## config.mk

```make
export PLATFORM = sky130hd
export DESIGN_NAME = golden_nonce_queue
export DESIGN_NICKNAME = d
export VERILOG_FILES = /design/src/rtl/golden_nonce_queue.sv
export SDC_FILE = /design/constraint.sdc
export NUM_CORES = 1
export LEC_CHECK = 0
export CAP_MARGIN = 20
export CORE_MARGIN = 10
export CORE_UTILIZATION = 52
export DETAILED_ROUTE_END_ITERATION = 6
export PLACE_DENSITY = 0.8
export SYNTH_ARGS = -nofsm -noshare
export SYNTH_HDL_FRONTEND = slang
export SYNTH_SLANG_ARGS = --single-unit
```

## constraint.sdc

```tcl
create_clock -name hash_clk -period 7.15 [get_ports hash_clk]
set_input_delay 1.43 -clock hash_clk [delete_from_list [all_inputs] [get_ports hash_clk]]
set_output_delay 1.43 -clock hash_clk [all_outputs]
set_load 0.02 [all_outputs]
```

## src/rtl/golden_nonce_queue.sv

```systemverilog
// Golden-nonce capture queue: first-word-fall-through FIFO of {tag, nonce} entries with
// saturating found/dropped statistics, read out over a valid/ready handshake.
module golden_nonce_queue #(
    parameter int unsigned DEPTH  = 8,
    parameter int unsigned ADDR_W = 3,
    parameter int unsigned TAG_W  = 8,
    parameter int unsigned CNT_W  = 16
) (
    input  logic              hash_clk,
    input  logic              rst_n,
    input  logic              rx_new_nonce,
    input  logic [31:0]       rx_golden_nonce,
    input  logic [TAG_W-1:0]  rx_work_tag,
    output logic              tx_valid,
    output logic [31:0]       tx_nonce,
    output logic [TAG_W-1:0]  tx_tag,
    input  logic              tx_ready,
    output logic [ADDR_W:0]   tx_level,
    output logic [CNT_W-1:0]  tx_found,
    output logic [CNT_W-1:0]  tx_dropped,
    input  logic              clear_stats
);

    localparam logic [ADDR_W:0]  LevelFull = (ADDR_W + 1)'(DEPTH);
    localparam logic [CNT_W-1:0] CntMax    = '1;

    logic [TAG_W+31:0] mem_q [DEPTH];

    logic [ADDR_W-1:0] wr_ptr_q, wr_ptr_d;
    logic [ADDR_W-1:0] rd_ptr_q, rd_ptr_d;
    logic [ADDR_W:0]   level_q, level_d;
    logic [CNT_W-1:0]  found_q, found_d;
    logic [CNT_W-1:0]  dropped_q, dropped_d;

    logic full, pop, push, drop;

    always_comb begin
        full = (level_q == LevelFull);
        pop  = tx_valid && tx_ready;
        // A full queue still accepts a push when the head leaves in the same cycle.
        push = rx_new_nonce && (!full || pop);
        drop = rx_new_nonce && full && !pop;
    end

    always_comb begin
        wr_ptr_d  = wr_ptr_q;
        rd_ptr_d  = rd_ptr_q;
        level_d   = level_q;
        found_d   = found_q;
        dropped_d = dropped_q;

        if (push) begin
            wr_ptr_d = wr_ptr_q + ADDR_W'(1);
        end
        if (pop) begin
            rd_ptr_d = rd_ptr_q + ADDR_W'(1);
        end

        if (push && !pop) begin
            level_d = level_q + (ADDR_W + 1)'(1);
        end else if (pop && !push) begin
            level_d = level_q - (ADDR_W + 1)'(1);
        end

        // Clear wins over any event counted in the same cycle.
        if (clear_stats) begin
            found_d   = '0;
            dropped_d = '0;
        end else begin
            if (push && (found_q != CntMax)) begin
                found_d = found_q + CNT_W'(1);
            end
            if (drop && (dropped_q != CntMax)) begin
                dropped_d = dropped_q + CNT_W'(1);
            end
        end
    end

    always_ff @(posedge hash_clk or negedge rst_n) begin
        if (!rst_n) begin
            wr_ptr_q  <= '0;
            rd_ptr_q  <= '0;
            level_q   <= '0;
            found_q   <= '0;
            dropped_q <= '0;
        end else begin
            wr_ptr_q  <= wr_ptr_d;
            rd_ptr_q  <= rd_ptr_d;
            level_q   <= level_d;
            found_q   <= found_d;
            dropped_q <= dropped_d;
        end
    end

    // Storage needs no reset; an empty queue masks the head to zero.
    always_ff @(posedge hash_clk) begin
        if (push) begin
            mem_q[wr_ptr_q] <= {rx_work_tag, rx_golden_nonce};
        end
    end

    always_comb begin
        tx_valid   = (level_q != '0);
        tx_nonce   = '0;
        tx_tag     = '0;
        if (tx_valid) begin
            tx_nonce = mem_q[rd_ptr_q][31:0];
            tx_tag   = mem_q[rd_ptr_q][TAG_W+31:32];
        end
        tx_level   = level_q;
        tx_found   = found_q;
        tx_dropped = dropped_q;
    end

endmodule
```

## After elaboration in Yosys (flattened, before gate mapping)

Memories as Yosys holds them, arrays and structs flattened.
Index checks and enable logic that the tools add are counted.

| word-level totals | value |
|---|---|
| memories kept | 1 |
| flip-flop bits (word level) | 42 |
| RAM bits | 320 |
| logic and storage cells | 41 |
| input port bits | 45 |

Memory list:

| memory | words | bits a word | rd ports | clocked after memory_dff | write ports | line | source |
|---|---|---|---|---|---|---|---|
| mem_q | 8 | 40 | 1 | 0 | 1 | 27 | `logic [TAG_W+31:0] mem_q [DEPTH];` |

| operators by class | value |
|---|---|
| reduce and logical (&&, ||, !) cells | 16 |
| add/sub/neg operators | 6 |
| equality and inequality tests | 3 |
| multiplexer cells | 10 |

Operators by type and width:

| kind | count |
|---|---|
| $mux 16 | 4 |
| $add 16x1->16 const B | 2 |
| $mux 32 | 1 |
| $ne 16x16->1 const B | 2 |
| $logic_and 1x1->1 | 8 |
| $mux 4 | 2 |
| $mux 8 | 1 |
| $add 3x1->3 const B | 2 |
| $reduce_bool 2->1 | 3 |
| $add 4x1->4 const B | 1 |
| $eq 4x4->1 const B | 1 |
| $reduce_bool 4->1 | 1 |
| $sub 4x1->4 const B | 1 |
| $logic_not 1->1 | 3 |
| $mux 1 | 2 |
| $logic_or 1x1->1 | 1 |

## Logic depth before layout (Yosys ltp)

Gate-level depths: netlist (run 1).

| logic depth | value |
|---|---|
| depth in word-level cells | 8 |
| mapped depth | 11 |
| depth with buffers taken out | 10 |

## Worst setup path after synthesis (run 1)

OpenSTA, ideal clock, no wires.

| timing path | value |
|---|---|
| path kind | input -> register |
| start point | input tx_ready |
| end point | memory mem_q[0][0] in the netlist's numbering, enable pin |
| stages | 5 |
| setup slack | 0.810 ns |
| arrival time | 5.803 ns |
| path buffers | 2 |
| library setup time | 0.537 ns |
| cells stage by stage | nor2b_1 -> a21o_1 -> buf_2 -> buf_2 -> nor4_1 |

| between the ends | value |
|---|---|
| longest elaborated chain between the ends | 5 |

RTL lines:

| item | line | source |
|---|---|---|
| from (decl) | 17 | `input logic tx_ready,` |
| $logic_and 1x1->1 | 39 | `pop = tx_valid && tx_ready;` |
| $logic_or 1x1->1 | 41 | `push = rx_new_nonce && (!full \|\| pop);` |
| $logic_and 1x1->1 | 41 |  |
| $mux 1 | 97 | `if (push) begin` |
| $mux 1 (implied by the code) | 98 | `mem_q[wr_ptr_q] <= {rx_work_tag, rx_golden_nonce};` |
| to (decl) | 27 |  |

Every way passes these cells.

## Worst setup path after layout (run 1)

| timing path | value |
|---|---|
| start point | register rd_ptr_q[1] |
| end point | output tx_tag[2] |

| between the ends | value |
|---|---|
| longest elaborated chain between the ends | 2 |

RTL lines:

| item | line | source |
|---|---|---|
| from (decl) | 30 | `logic [ADDR_W-1:0] rd_ptr_q, rd_ptr_d;` |
| from (signal assigned) | 88 | `rd_ptr_q <= rd_ptr_d;` |
| $mem_v2 8x40 | -- |  |
| $mux 8 | 106 | `if (tx_valid) begin` |
| to (decl) | 16 | `output logic [TAG_W-1:0] tx_tag,` |

Every way passes these cells.

==> flow_summary_export.csv, run 1 <==
group,metric,value,unit
synthesis,ys_top_cells_by_count,"edfxtp_1, mux4_2, nor2_1",
synthesis,yosys.area_share.xor_xnor,0.422,%
synthesis,synthAdderAreaFrac,0.740,%
synthesis,synth_top_cell_area_share,66.1,%
cts,cts_buffers,37,
critical_path,cp.required,5.72,ns
layout,final_core_util,63.0,%
grt,antenna_found_initial,3,
cts,cts.sinks,362,
synthesis,async_flop_share,11.6,%
layout,syn_to_final_growth,20.1,%
sta,tns,0,ns
place,gp_congestion,0.814,
grt,grt_pass1_wl,47.0,mm
cts,htreeDepth,2,
sta,period_minus_slack,4.81,ns
critical_path,crit_type,"flip-flop to output port",
sta,finalSetupViolCount,0,
route,drcViolationCount,0,
synthesis,synthSimpleGateAreaFrac,5.78,%
layout,drive_gt1_share,17.9,%
floorplan,dieArea,35100,um2
sta,skew,0.0233,ns
sta,worst_pin_slew,0.900,ns
grt,grt_pass1_vias,8028,
floorplan,rows,61,
cts,cts_tree,"yes",
place,place_area,16200,um2
cts,clk_path_buf_depth,3,
grt,grt_max_degree,54,
sta,hold-worst-slack,0.594,ns
synthesis,ys_top_cells_by_area,"edfxtp_1, mux4_2, dfrtp_1, mux2i_1, nor2_1",
flow_run,maxCapViolations,0,
grt,grt-ovfl-total,0,
cts,cts_root_buffer,"clkbuf_16",
sta,fmax,0.208,GHz
synthesis,synth-seq-cells,362,
critical_path,start_kind,"flip-flop",
power_and_ir_drop,powerDensity,398,nW/um2
sta,finalMaxSlewViolations,0,
grt,grt_usage,16.9,%
synthesis,synth_ff_type,"edfxtp_1",
floorplan,start_util,52.5,%
synthesis,synth_top_area_cell,"edfxtp_1",
route,firstDrtPassIters,5,
status,run_status,"completed",
synthesis,syn_nets,816,
hold_path,hp-class,"flip-flop to flip-flop",
cts,clk_pin_slew_worst_paths,0.06,ns
route,drt_wl_total,29.9,mm
floorplan,ioPinCount,122,
floorplan,die_w,187,um
layout,final_net_count,957,
floorplan,core,27700,um2
synthesis,seq_area_frac_synth,73.3,%
place,portBuffers,121,
synthesis,yosysMostFrequentCell,"edfxtp_1",
synthesis,synthMuxAreaShare,16.0,%
synthesis,synth_compound_area_share,2.45,%
power_and_ir_drop,power_leakage,5.82,nW
synthesis,avgSynthCellArea,19.1,um2
route,vias,7756,
floorplan,fp.dieH,187,um
place,hpwl,16.8,mm
sta,worst_slack,2.34,ns
sta,finalCritPeriodShare,67.3,%
critical_path,crit_fanout,47,
cts,ctsResizeCount,0,
sta,final_hold_viol_count,0,
layout,layoutNonFillerInstCount,1309,
sta,slew_headroom,40.0,%
synthesis,synth_edf_count,320,
place,pre_cts_ws,2.64,ns
cts,postCtsHoldBufs,0,
cts,clock_latency,0.53,ns
route,ant_nets,0,
synthesis,yosys_warnings,0,
power_and_ir_drop,irDropWorstVdd,0.293,mV
route,post_drt_wl_per_cell,22.8,um
synthesis,synth_cells,763,
place,dp_cells,1240,
sta,rsz0062_at_grt,"no",
cts,cts_setup_buffers,0,
critical_path,arrival,3.38,ns
synthesis,synthDistinctLibCells,51,
power_and_ir_drop,finalPower,6.95,mW
critical_path,endpoint_kind,"output port",
route,avgViaCountPerCell,5.93,
synthesis,synth_top_family_by_area,"multiplexers",
route,drt_iter0_drc,712,
synthesis,netlist_area,14500,um2
layout,fin_area,17500,um2
cell type report:
cell class / instances / area [um2]
Tap cell: 378 / 473
Fill cell: 1864 / 10200
Multi-Input combinational cell: 356 / 3750
Clock inverter: 17 / 181
Clock buffer: 47 / 985
Sequential cell: 362 / 10700
Timing Repair Buffer: 139 / 1370
Inverter: 8 / 30.0
Antenna cell: 2 / 5.00
final timing paths:
path | from | endpoint | slack (ns) | depth (start not counted)
setup / recovery | rd_ptr_q[1] | tx_tag[2] | 2.34 | 5
hold / removal | tx_found[10] | tx_found[10] | 0.59 | 2
setup reg to reg | tx_level[0] | tx_level[3] | 4.08 | 10
hold reg to reg | tx_found[10] | tx_found[10] | 0.59 | 2
max in group asynchronous | rst_n | rd_ptr_q[1] | 5.98 | 2
min in group asynchronous | rst_n | tx_dropped[10] | 0.73 | 1
registers in the layout, summed over array words and instances (netlist names):
signal / cells
wr_ptr_q: 3
tx_dropped: 16
rd_ptr_q: 3
tx_level: 4
tx_found: 16
mem_q: 320
cells in the final DEF (no fill, tap or decap), drive strengths merged, types with 3 or more instances in the layout:
master	n
inv	10
and3	4
nor2b	9
nand3	10
clkdlybuf4s50	120
nor4	9
nand2b	3
nor3	7
a21oi	23
dfrtp	42
clkbuf	48
nor2	54
nand2	18
or3	5
o31ai	16
xnor2	7
mux2i	41
ha	7
edfxtp	320
o21ai	8
nand4	9
mux2	10
clkinv	11
mux4	80
buf	18
or4	15
bufinv	3
metal layers:
layer	up-vias	track usage, %	wire [um]	share of wire (%)
li1	3398	-	-	-
met5	-	0	18	0.060
met4	2	3.82	443	1.5
met2	313	27.0	14300	48
met3	43	4.38	2530	8.4
met1	4000	22.9	12600	42
worst max-delay path: stages, from the launching register on:
cell and delay (ns):
dfrtp_4 0.89, buf_4 0.58, mux4_2 0.31, mux2i_1 0.08, nor2_1 0.29, clkdlybuf4s50_1 0.67
power by group:
group	leakage [nW]	switching (mW)	total, mW	internal (mW)
Clock	0.561	0.759	1.85	1.09
Sequential	3.47	0.181	2.80	2.61
Combinational	1.80	1.21	2.31	1.10
cell families (layout without fill, tap and decap cells):
group,Yosys count,after routing
flops,362,362
other cells,0,2
compound gates,57,57
xor+xnor,7,7
simple gates,153,153
fa+ha+maj,8,8
mux,131,131
buf+inv,45,211
(Power assumes the default switching activity.)
==> run 2, diff against run 1 <==
==> constraint.sdc (replaced) <==
create_clock -name hash_clk -period 4.8 [get_ports hash_clk]
set_input_delay 0.96 -clock hash_clk [delete_from_list [all_inputs] [get_ports hash_clk]]
set_output_delay 0.96 -clock hash_clk [all_outputs]
set_load 0.02 [all_outputs]
==> flow_summary_export.csv, run 2 (synthesized netlist as in run 1, its figures left out) <==
group,metric,value,unit
status,run_status,"completed",
route,ant_nets,0,
sta,finalSetupViolCount,0,
power_and_ir_drop,power_leakage,5.85,nW
layout,diodes,0,
hold_path,hold_path_startpoint,"tx_found[7]",
sta,finalCritPeriodShare,86.4,%
floorplan,start_util,52.5,%
grt,antenna_found_initial,1,
floorplan,dieArea,35100,um2
place,gp_congestion,0.815,
floorplan,ioPinCount,122,
cts,cts_buffers,38,
cts,htreeDepth,2,
sta,rsz0062_at_grt,"no",
route,drt_iter0_drc,644,
critical_path,reg2reg_slack,2.28,ns
grt,grt-ovfl-total,0,
critical_path,arrival,3.19,ns
sta,finalMaxSlewViolations,0,
sta,hold-worst-slack,0.575,ns
route,drcViolationCount,0,
critical_path,crit_fanout,32,
cts,clk_pin_slew_worst_paths,0.06,ns
cts,ctsResizeCount,0,
critical_path,crit_path_start,"rd_ptr_q[0]",
layout,largest_register_ffs,320,
cts,cts_setup_buffers,0,
critical_path,crit_type,"flip-flop to output port",
sta,fmax,0.241,GHz
route,post_drt_wl_per_cell,22.2,um
layout,layout_common_cells,"edfxtp_1, clkdlybuf4s50_1, mux4_2, nor2_1, mux2i_1",
flow_run,maxCapViolations,0,
grt,grt_usage,16.5,%
sta,slew_headroom,31.0,%
critical_path,ff2ff_path_depth,5,
hold_path,hp-class,"flip-flop to flip-flop",
critical_path,start_kind,"flip-flop",
floorplan,fp.dieH,187,um
layout,final_core_util,63.2,%
sta,skew,0.0180,ns
power_and_ir_drop,powerDensity,592,nW/um2
critical_path,endpoint_kind,"output port",
layout,final_common_cell,"edfxtp_1",
layout,top_register,"mem_q",
critical_path,cp.required,3.84,ns
layout,syn_to_final_growth,20.4,%
sta,final_hold_viol_count,0,
cts,cts_tree,"yes",
route,vias,7626,
route,firstDrtPassIters,5,
grt,grt_max_degree,52,
sta,period_minus_slack,4.15,ns
cts,clk_path_buf_depth,3,
sta,tns,0,ns
layout,nFillCells,1899,
grt,grt_pass1_wl,45.9,mm
floorplan,core,27700,um2
place,portBuffers,121,
route,drt_wl_total,29.2,mm
layout,drive_gt1_share,18.6,%
layout,final_net_count,960,
critical_path,worstReg2RegEnd,"tx_found[6]",
cts,cts_root_buffer,"clkbuf_16",
critical_path,r2r-start,"tx_found[0]",
cts,cts.sinks,362,
power_and_ir_drop,irDropWorstVdd,0.481,mV
power_and_ir_drop,finalPower,10.4,mW
cts,clock_latency,0.53,ns
hold_path,holdPathStages,2,
hold_path,whs_endpoint,"tx_found[7]",
floorplan,die_w,187,um
route,avgViaCountPerCell,5.81,
grt,grt_pass1_vias,7822,
sta,worst_pin_slew,1.03,ns
place,hpwl,16.6,mm
floorplan,rows,61,
cts,postCtsHoldBufs,0,
[run 2: worst max-delay path: stages (launching register included)]
cell and delay, ns:
dfrtp_4 0.85, buf_4 0.40, mux4_2 0.53, mux2i_1 0.23, nor2_1 0.07, clkdlybuf4s50_1 0.57
[run 2: metal layers]
layer  up-vias  wire length [um]  part of all wire (%)  global-route usage, %
met5         -                13                 0.045                      0
met4         2               450                   1.5                   4.25
met3        41              2080                   7.1                   3.82
met2       264             14200                    49                   26.9
met1      3909             12400                    42                   22.0
li1       3410                 -                     -                      -
[run 2: power breakdown]
part | internal, mW | switching [mW] | total, mW
Combinational | 1.66 | 1.68 | 3.34
Sequential | 3.89 | 0.364 | 4.26
Clock | 1.62 | 1.15 | 2.77
[run 2: through the flow]
stage | area [um2] | instances | setup WS [ns]
floorplan | 14600 | 763 | 0.00530
global placement | 16300 | 1244 | 1.15
detailed placement | 16300 | 1245 | 1.14
CTS | 17500 | 1312 | 0.576
global route | 17500 | 1312 | 0.437
finish | 17500 | 1312 | 0.652
[run 2: worst max path at each step]
stage                               to  slack (ns)  cells after the start
after global routing         tx_tag[3]        0.44                      5
after detailed placement   tx_nonce[1]        1.14                      5
after CTS                  tx_nonce[1]        0.58                      5
after floorplan            mem_q[1][0]       0.005                      5
after global placement    tx_nonce[26]        1.15                      5
final                      tx_nonce[1]        0.65                      5
[run 2: area by class of cell]
class                      instances  area, um2  area share, %
sequential                       362      10700           60.9
multi-input combinational        356       3750           21.4
timing repair buffer             141       1400           8.00
clock buffer                      44        973           5.56
tap                              378        473           2.70
clock inverter                    23        213           1.21
inverter                           8       30.0          0.171
